==> src/rtl/pm_tdc_sens_reg_bank_if.sv <==
// Bus bundle for the multi-channel TDC control/sensor register bank: TAP DR
// controls, shift chain and the packed per-channel parallel/load/status paths.
interface pm_tdc_sens_reg_bank_if #(
  parameter int DR_LENGTH = 16,
  parameter int NUM_CH    = 4,
  parameter int CH_SEL_W  = 2
);
  logic                          serial_in;
  logic                          serial_out;
  logic                          capture;
  logic                          shift;
  logic                          update;
  logic [CH_SEL_W-1:0]           ch_sel;
  logic [NUM_CH-1:0]             write;
  logic [NUM_CH*DR_LENGTH-1:0]   parallel_in;
  logic [NUM_CH-1:0]             load;
  logic [NUM_CH*DR_LENGTH-1:0]   load_data;
  logic [NUM_CH*DR_LENGTH-1:0]   parallel_out;
  logic [NUM_CH-1:0]             change_flag;
  logic                          sel_err;

  modport master (
    output serial_in, capture, shift, update, ch_sel, write, parallel_in, load, load_data,
    input  serial_out, parallel_out, change_flag, sel_err
  );

  modport slave (
    input  serial_in, capture, shift, update, ch_sel, write, parallel_in, load, load_data,
    output serial_out, parallel_out, change_flag, sel_err
  );
endinterface

==> src/rtl/pm_tdc_sens_reg_bank.sv <==
// NUM_CH control registers behind one TAP shift chain; each channel tracks
// SENS_MASK bits of its sensor input live and flags sensor-driven changes.
module pm_tdc_sens_reg_bank #(
  parameter int                   DR_LENGTH   = 16,
  parameter int                   NUM_CH      = 4,
  parameter int                   CH_SEL_W    = 2,
  parameter logic [DR_LENGTH-1:0] RESET_VALUE = {DR_LENGTH{1'b0}},
  parameter logic [DR_LENGTH-1:0] SENS_MASK   = 16'h0400
) (
  input logic                     clk,
  input logic                     rst,
  pm_tdc_sens_reg_bank_if.slave   bus
);

  logic [DR_LENGTH-1:0]        chain_q;
  logic [CH_SEL_W-1:0]         active_ch_q;
  logic                        sel_err_q;
  logic [DR_LENGTH-1:0]        cap_val;
  logic                        sel_ok;
  logic [NUM_CH*DR_LENGTH-1:0] out_flat;
  logic [NUM_CH-1:0]           flag_flat;

  // Out-of-range selects capture zeros and raise sel_err.
  always_comb begin
    cap_val = '0;
    for (int c = 0; c < NUM_CH; c++) begin
      if (int'(bus.ch_sel) == c) cap_val = out_flat[c*DR_LENGTH +: DR_LENGTH];
    end
  end

  assign sel_ok = int'(bus.ch_sel) < NUM_CH;

  always_ff @(posedge clk or posedge rst) begin
    if (rst) begin
      chain_q     <= RESET_VALUE;
      active_ch_q <= '0;
      sel_err_q   <= 1'b0;
    end else if (bus.capture) begin
      active_ch_q <= bus.ch_sel;
      chain_q     <= cap_val;
      sel_err_q   <= !sel_ok;
    end else if (bus.shift) begin
      chain_q <= {bus.serial_in, chain_q[DR_LENGTH-1:1]};
    end
  end

  for (genvar c = 0; c < NUM_CH; c++) begin : g_ch
    logic [DR_LENGTH-1:0] out_q;
    logic [DR_LENGTH-1:0] snap_q;
    logic                 flag_q;
    logic [DR_LENGTH-1:0] ld;
    logic [DR_LENGTH-1:0] pin;
    logic [DR_LENGTH-1:0] diff;
    logic [DR_LENGTH-1:0] track_nxt;
    logic                 upd_hit;
    logic                 sens_step;
    logic                 sens_chg;

    assign ld        = bus.load_data[c*DR_LENGTH +: DR_LENGTH];
    assign pin       = bus.parallel_in[c*DR_LENGTH +: DR_LENGTH];
    assign upd_hit   = bus.update && !sel_err_q && (int'(active_ch_q) == c);
    assign sens_step = !upd_hit && !bus.write[c] && !bus.load[c];
    // Masked bits that disagree with the snapshot follow the live sensor.
    assign diff      = SENS_MASK & (ld ^ snap_q);
    assign track_nxt = (out_q & ~diff) | (ld & diff);
    assign sens_chg  = sens_step && (track_nxt != out_q);

    always_ff @(posedge clk or posedge rst) begin
      if (rst) begin
        out_q  <= RESET_VALUE;
        snap_q <= RESET_VALUE;
        flag_q <= 1'b0;
      end else begin
        if (upd_hit) begin
          out_q <= chain_q;
        end else if (bus.write[c]) begin
          out_q <= pin;
        end else if (bus.load[c]) begin
          out_q  <= ld;
          snap_q <= ld;
        end else begin
          out_q <= track_nxt;
        end

        if (sens_chg) begin
          flag_q <= 1'b1;
        end else if (bus.capture && (int'(bus.ch_sel) == c)) begin
          flag_q <= 1'b0;
        end
      end
    end

    assign out_flat[c*DR_LENGTH +: DR_LENGTH] = out_q;
    assign flag_flat[c]                       = flag_q;
  end

  assign bus.serial_out   = chain_q[0];
  assign bus.parallel_out = out_flat;
  assign bus.change_flag  = flag_flat;
  assign bus.sel_err      = sel_err_q;

endmodule
==> src/flat_wrapper.sv <==
// flat-port wrapper written by rule: the top's interface ports become plain ports
module pm_tdc_sens_reg_bank_flat 
#(
  parameter int                   DR_LENGTH   = 16,
  parameter int                   NUM_CH      = 4,
  parameter int                   CH_SEL_W    = 2,
  parameter logic [DR_LENGTH-1:0] RESET_VALUE = {DR_LENGTH{1'b0}},
  parameter logic [DR_LENGTH-1:0] SENS_MASK   = 16'h0400
)
  (clk, rst, bus_serial_in, bus_capture, bus_shift, bus_update, bus_ch_sel, bus_write, bus_parallel_in, bus_load, bus_load_data, bus_serial_out, bus_parallel_out, bus_change_flag, bus_sel_err);
  pm_tdc_sens_reg_bank_if #(.DR_LENGTH(DR_LENGTH), .NUM_CH(NUM_CH), .CH_SEL_W(CH_SEL_W)) bus_i ();
  input logic clk;
  input logic rst;
  input wire logic [$bits(bus_i.serial_in)-1:0] bus_serial_in;
  input wire logic [$bits(bus_i.capture)-1:0] bus_capture;
  input wire logic [$bits(bus_i.shift)-1:0] bus_shift;
  input wire logic [$bits(bus_i.update)-1:0] bus_update;
  input wire logic [$bits(bus_i.ch_sel)-1:0] bus_ch_sel;
  input wire logic [$bits(bus_i.write)-1:0] bus_write;
  input wire logic [$bits(bus_i.parallel_in)-1:0] bus_parallel_in;
  input wire logic [$bits(bus_i.load)-1:0] bus_load;
  input wire logic [$bits(bus_i.load_data)-1:0] bus_load_data;
  output wire logic [$bits(bus_i.serial_out)-1:0] bus_serial_out;
  output wire logic [$bits(bus_i.parallel_out)-1:0] bus_parallel_out;
  output wire logic [$bits(bus_i.change_flag)-1:0] bus_change_flag;
  output wire logic [$bits(bus_i.sel_err)-1:0] bus_sel_err;
  assign bus_i.serial_in = bus_serial_in;
  assign bus_i.capture = bus_capture;
  assign bus_i.shift = bus_shift;
  assign bus_i.update = bus_update;
  assign bus_i.ch_sel = bus_ch_sel;
  assign bus_i.write = bus_write;
  assign bus_i.parallel_in = bus_parallel_in;
  assign bus_i.load = bus_load;
  assign bus_i.load_data = bus_load_data;
  assign bus_serial_out = bus_i.serial_out;
  assign bus_parallel_out = bus_i.parallel_out;
  assign bus_change_flag = bus_i.change_flag;
  assign bus_sel_err = bus_i.sel_err;
  pm_tdc_sens_reg_bank #(.DR_LENGTH(DR_LENGTH), .NUM_CH(NUM_CH), .CH_SEL_W(CH_SEL_W), .RESET_VALUE(RESET_VALUE), .SENS_MASK(SENS_MASK)) u_core (.clk(clk), .rst(rst), .bus(bus_i));
endmodule
==> config.mk <==
export PLATFORM = sky130hd
export DESIGN_NAME = pm_tdc_sens_reg_bank_flat
export DESIGN_NICKNAME = d
export VERILOG_FILES = /design/src/rtl/pm_tdc_sens_reg_bank_if.sv /design/src/rtl/pm_tdc_sens_reg_bank.sv /design/src/flat_wrapper.sv
export SDC_FILE = /design/constraint.sdc
export NUM_CORES = 1
export LEC_CHECK = 0
export ABC_AREA = 0
export CORE_MARGIN = 2
export CORE_UTILIZATION = 44
export DETAILED_ROUTE_END_ITERATION = 10
export GPL_ROUTABILITY_DRIVEN = 1
export GPL_TIMING_DRIVEN = 0
export PLACE_DENSITY_LB_ADDON = 0.2
export SYNTH_ARGS = -nofsm -noshare
export SYNTH_HDL_FRONTEND = slang
export SYNTH_SLANG_ARGS = --single-unit
==> constraint.sdc <==
create_clock -name clk -period 3.9 [get_ports clk]
set_clock_uncertainty 0.15 [all_clocks]
set_input_delay 1.17 -clock clk [delete_from_list [all_inputs] [get_ports clk]]
set_output_delay 1.17 -clock clk [all_outputs]
set_load 0.1 [all_outputs]
Word-level counts from Yosys, hierarchy flattened:

Cells that the tools add are included.

* register bits: 130
* input bits: 144
* output and inout port bits: 70
* word-level logic and storage cells: 121

* equality and inequality tests: 10
* multiplexer cells: 26
* bitwise gates (word level): 28
* reduce and logical (&&, ||, !) cells: 43

Operators by type and width (number)
* 16-bit two-way mux: 18
* 16-bit by 11-bit bitwise AND with 16-bit output: 4
* 16-bit bitwise AND: 4
* 16-bit inequality test: 4
* 11-bit inverter with 16-bit output: 4
* 16-bit OR: 4
* 11-bit bitwise XOR: 4
* 1-bit logical AND: 20
* 1-bit logical NOT: 12
* 3-bit AND reduction: 4
* 2-bit nonzero test: 5
* 2-bit == test (second input constant): 4
* 1-bit two-way mux: 8
* 1-bit inverter: 8
* 2-bit by 1-bit == test with 1-bit output (second input constant): 2
* 2-bit logical NOT: 2

Logic depth before layout (Yosys ltp):

* word-level depth: 7
* depth in mapped cells: 6
* mapped depth without buffers: 3

Worst setup path after synthesis:

OpenSTA, ideal clock, no wires.

* path kind: input to register
* from: input port bus_load[0]
* to: register u_core.g_ch[0].out_q[11]
* library setup time: 0.125 ns
* arrival time: 2.173 ns
* data required time: 3.625 ns
* path slack: 1.452 ns
* stages: 5
* buffers on the path: 2
* cells stage by stage: buf_2 -> buf_2 -> mux2i_1 -> o21ai_0 -> mux2_2

* word-level cells in the longest chain between the ends: 3

Ends and longest elaborated chain
* start, declared: RTL line flat_wrapper.sv:21 `input wire logic [$bits(bus_i.load)-1:0] bus_load;`
* 16-bit two-way mux: RTL line pm_tdc_sens_reg_bank.sv:78 `end else if (bus.load[c]) begin`
* 16-bit two-way mux: RTL line pm_tdc_sens_reg_bank.sv:76 `end else if (bus.write[c]) begin`
* 16-bit two-way mux: RTL line pm_tdc_sens_reg_bank.sv:74 `if (upd_hit) begin`
* end signal, assigned: RTL line pm_tdc_sens_reg_bank.sv:75 `out_q <= chain_q;`
* end signal, assigned: RTL line pm_tdc_sens_reg_bank.sv:77 `out_q <= pin;`
* end signal, assigned: RTL line pm_tdc_sens_reg_bank.sv:79 `out_q <= ld;`
* end, declared: RTL line pm_tdc_sens_reg_bank.sv:48 `logic [DR_LENGTH-1:0] out_q;`

Every way passes these cells.
A chain may end at the register's enable or synchronous reset.

Final worst setup path:

* from: register u_core.chain_q[0]
* to: output port bus_serial_out

RTL lines
* start, declared: RTL line pm_tdc_sens_reg_bank.sv:15 `logic [DR_LENGTH-1:0] chain_q;`
* start signal, assigned: RTL line pm_tdc_sens_reg_bank.sv:40 `chain_q <= cap_val;`
* start signal, assigned: RTL line pm_tdc_sens_reg_bank.sv:43 `chain_q <= {bus.serial_in, chain_q[DR_LENGTH-1:1]};`
* end, declared: RTL line flat_wrapper.sv:23 `output wire logic [$bits(bus_i.serial_out)-1:0] bus_serial_out;`

No word-level cell between the ends.

==> run summary <==
Yosys warnings: 0
worst reg-to-reg setup slack: 1.88 ns
Ports: 214
Slew Limit Fails: 0
final instance area: 0.00776 mm²
final setup vio count: 0
synthesized flop and latch total: 90
Via Count: 5199
post-layout min period: 3.34 ns
Synth Flop Type: dfrtp_1
input/output buffers: 207
Synth area leaders: dfrtp_1 (44%), mux4_2 (7.0%), mux2i_1 (6.0%)
multi-input combinational cell area: 0.00257 mm²
Synth top cells by count: dfrtp_1 (90), nand2_1 (63), o21ai_0 (50)
core region area: 0.0114 mm²
Avg WL per Cell: 21.6 µm
CP max-delay cell: clkdlybuf4s50_1
Finished Layout Cells: 872
CTS Sinks: 90
Post-synth EDFFs: 0
unrepaired setup endpoints after global routing: false
Rel. slew slack: 30.0%
GP Congestion: 0.901
WL final: 18800 µm
critical path, cell by cell: clkdlybuf4s50_1
sequential share of the synthesized area: 43.8%
post-CTS sizing: 0
Synth async-reset ratio: 100%
CTS root buffer: clkbuf_16
WS Path Type: flip-flop to output pin
final core utilization: 67.9%
Reg clk slew, reported paths: 0.07 ns
Hold Crit Start: u_core.g_ch[3].flag_q
row cnt: 39
dpl cells: 856
die area: 0.0126 mm²
Cells after Synth: 505
Detailed Route Iter0 Violations: 421
ant diodes: 0
Hold Path Class: flip-flop to flip-flop
Top Family by Delay on Critical Path: buffers and inverters
sequential cell area: 0.00225 mm²
initial antenna violation count: 0
nets: 868
static leakage: 3.22 nW
element type at the critical path end: output pin
synthesis-to-finish area growth: 50.9%
max_cap viols: 0
Fillers: 907
die height: 112 µm
Post-DP HPWL: 14600 µm
top cell type's share of synthesized area: 43.8%
share of cells above drive strength 1: 11.0%
final hold vios: 0
routed vias/inst: 5.96
DR pass1 iterations: 5
Worst R2R Path Depth: 5
maximum clock path buffer count: 2
Worst-Skew Late Latency: 0.34 ns
syn nets: 649
worst ir drop on vdd: 0.000276 V
Synth Cell Area: 0.00514 mm²
# hold bufs at CTS: 0
gr usage total: 29.8%
Initial Util: 45.0%
vias in the first global route: 5221
H-Tree Depth: 3
Num CTS Buffers: 9
fmax: 299 MHz
CTS tree: built
global route total overflow: 0
crit path DAT: 2.02 ns
Yosys cell types: 40
status: finished clean
top cell type by total area after synthesis: dfrtp_1
CP bufs+invs: 1
CP max stage delay: 1.20 ns
Reg2Reg Launch Point: u_core.active_ch_q[0]
top-count cell post-synth: dfrtp_1
Die Width: 112 µm
Crit Path Max Fanout: 6
CP startpoint kind: flip-flop
power per cell area: 511 mW/mm²
global-route wire length before repair: 29000 µm
Hold Crit Depth: 1
largest net degree at the start of global routing: 72
Hold EP: u_core.g_ch[3].flag_q
Mean Syn Cell Area: 10.2 µm²
R2R Path End: u_core.g_ch[2].out_q[1]
final period utilization: 85.7%
setup bufs post-CTS: 0
DRC Markers: 0
post-detailed-route count of antenna-violating nets: 0
Slew @ Worst Pin: 1.05 ns
Critical Path RT: 2.58 ns
placed standard-cell area: 0.00742 mm²
-- stage by stage --
| stage | hold WS (ns) | setup WS, ns | TNS, ns | total power (W) |
|---|---|---|---|---|
| 2_1_floorplan | 0.317 | 0.245 | 0 | 0.00241 |
| 3_3_place_gp | 0.344 | -1.12 | -99.84 | 0.00294 |
| 3_5_place_dp | 0.353 | 0.617 | 0 | 0.00298 |
| 4_1_cts | 0.370 | 0.581 | 0 | 0.00395 |
| 5_1_grt | 0.391 | 0.536 | 0 | 0.00408 |
| 6_report | 0.371 | 0.559 | 0 | 0.00396 |
-- cell families after synthesis --
| family | share of synthesized area [%] |
|---|---|
| buffers and inverters | 6.21 |
| AND/OR/NAND/NOR | 11.0 |
| other | 0.0730 |
| AO/OA/AOI/OAI | 21.5 |
| multiplexers | 17.4 |
| flip-flops | 43.8 |
-- routing by layer --
metal | track usage (%) | wire length (µm) | up-vias
li1 | - | - | 2319
met1 | 39.9 | 7560 | 2554
met2 | 48.7 | 9150 | 290
met3 | 6.21 | 1670 | 36
met4 | 9.92 | 445 | 0
met5 | 0 | 0 | -
-- layout make-up --
class | instances | share of cell area, %
repair buffers | 208 | 27.1
clock buffers | 11 | 3.00
clock inverters | 5 | 1.32
multi-input cells | 341 | 33.1
well taps | 143 | 2.31
flip-flops and latches | 90 | 29.0
inverters | 30 | 1.48
plain buffers | 44 | 2.66
-- flip-flops by register name, indices dropped and copies added (netlist names) --
register            count
u_core.chain_q         16
u_core.g_ch.snap_q      4
u_core.active_ch_q      2
u_core.g_ch.out_q      64
u_core.g_ch.flag_q      4
-- power by group --
group | switching (W) | internal (W)
Clock | 0.000362 | 0.000626
Combinational | 0.00115 | 0.000532
Sequential | 0.000210 | 0.00108
-- cells in the final DEF, fill, tap and decap left out, drive strengths merged, types with 5 or more instances in the layout --
cell type and instances:
nor2 31, nand2b 8, mux4 16, o221ai 14
o22ai 6, dfrtp 90, o21ai 51, a221oi 31
mux2 20, nand2 63, buf 22, clkdlybuf4s50 207
inv 30, o2bb2ai 14, nand3 5, mux2i 31
a22oi 13, a21oi 5, clkbuf 34
-- worst max-delay path by stage --
stage / from / endpoint / depth (start not counted)
floorplan: rst / u_core.active_ch_q[0] / 1
global placement: rst / u_core.g_ch[3].out_q[3] / 2
detailed placement: bus_update / u_core.g_ch[2].out_q[1] / 6
CTS: u_core.chain_q[0] / bus_serial_out / 1
global route: u_core.chain_q[0] / bus_serial_out / 1
finish: u_core.chain_q[0] / bus_serial_out / 1
Power figures use the tool's default switching activity.
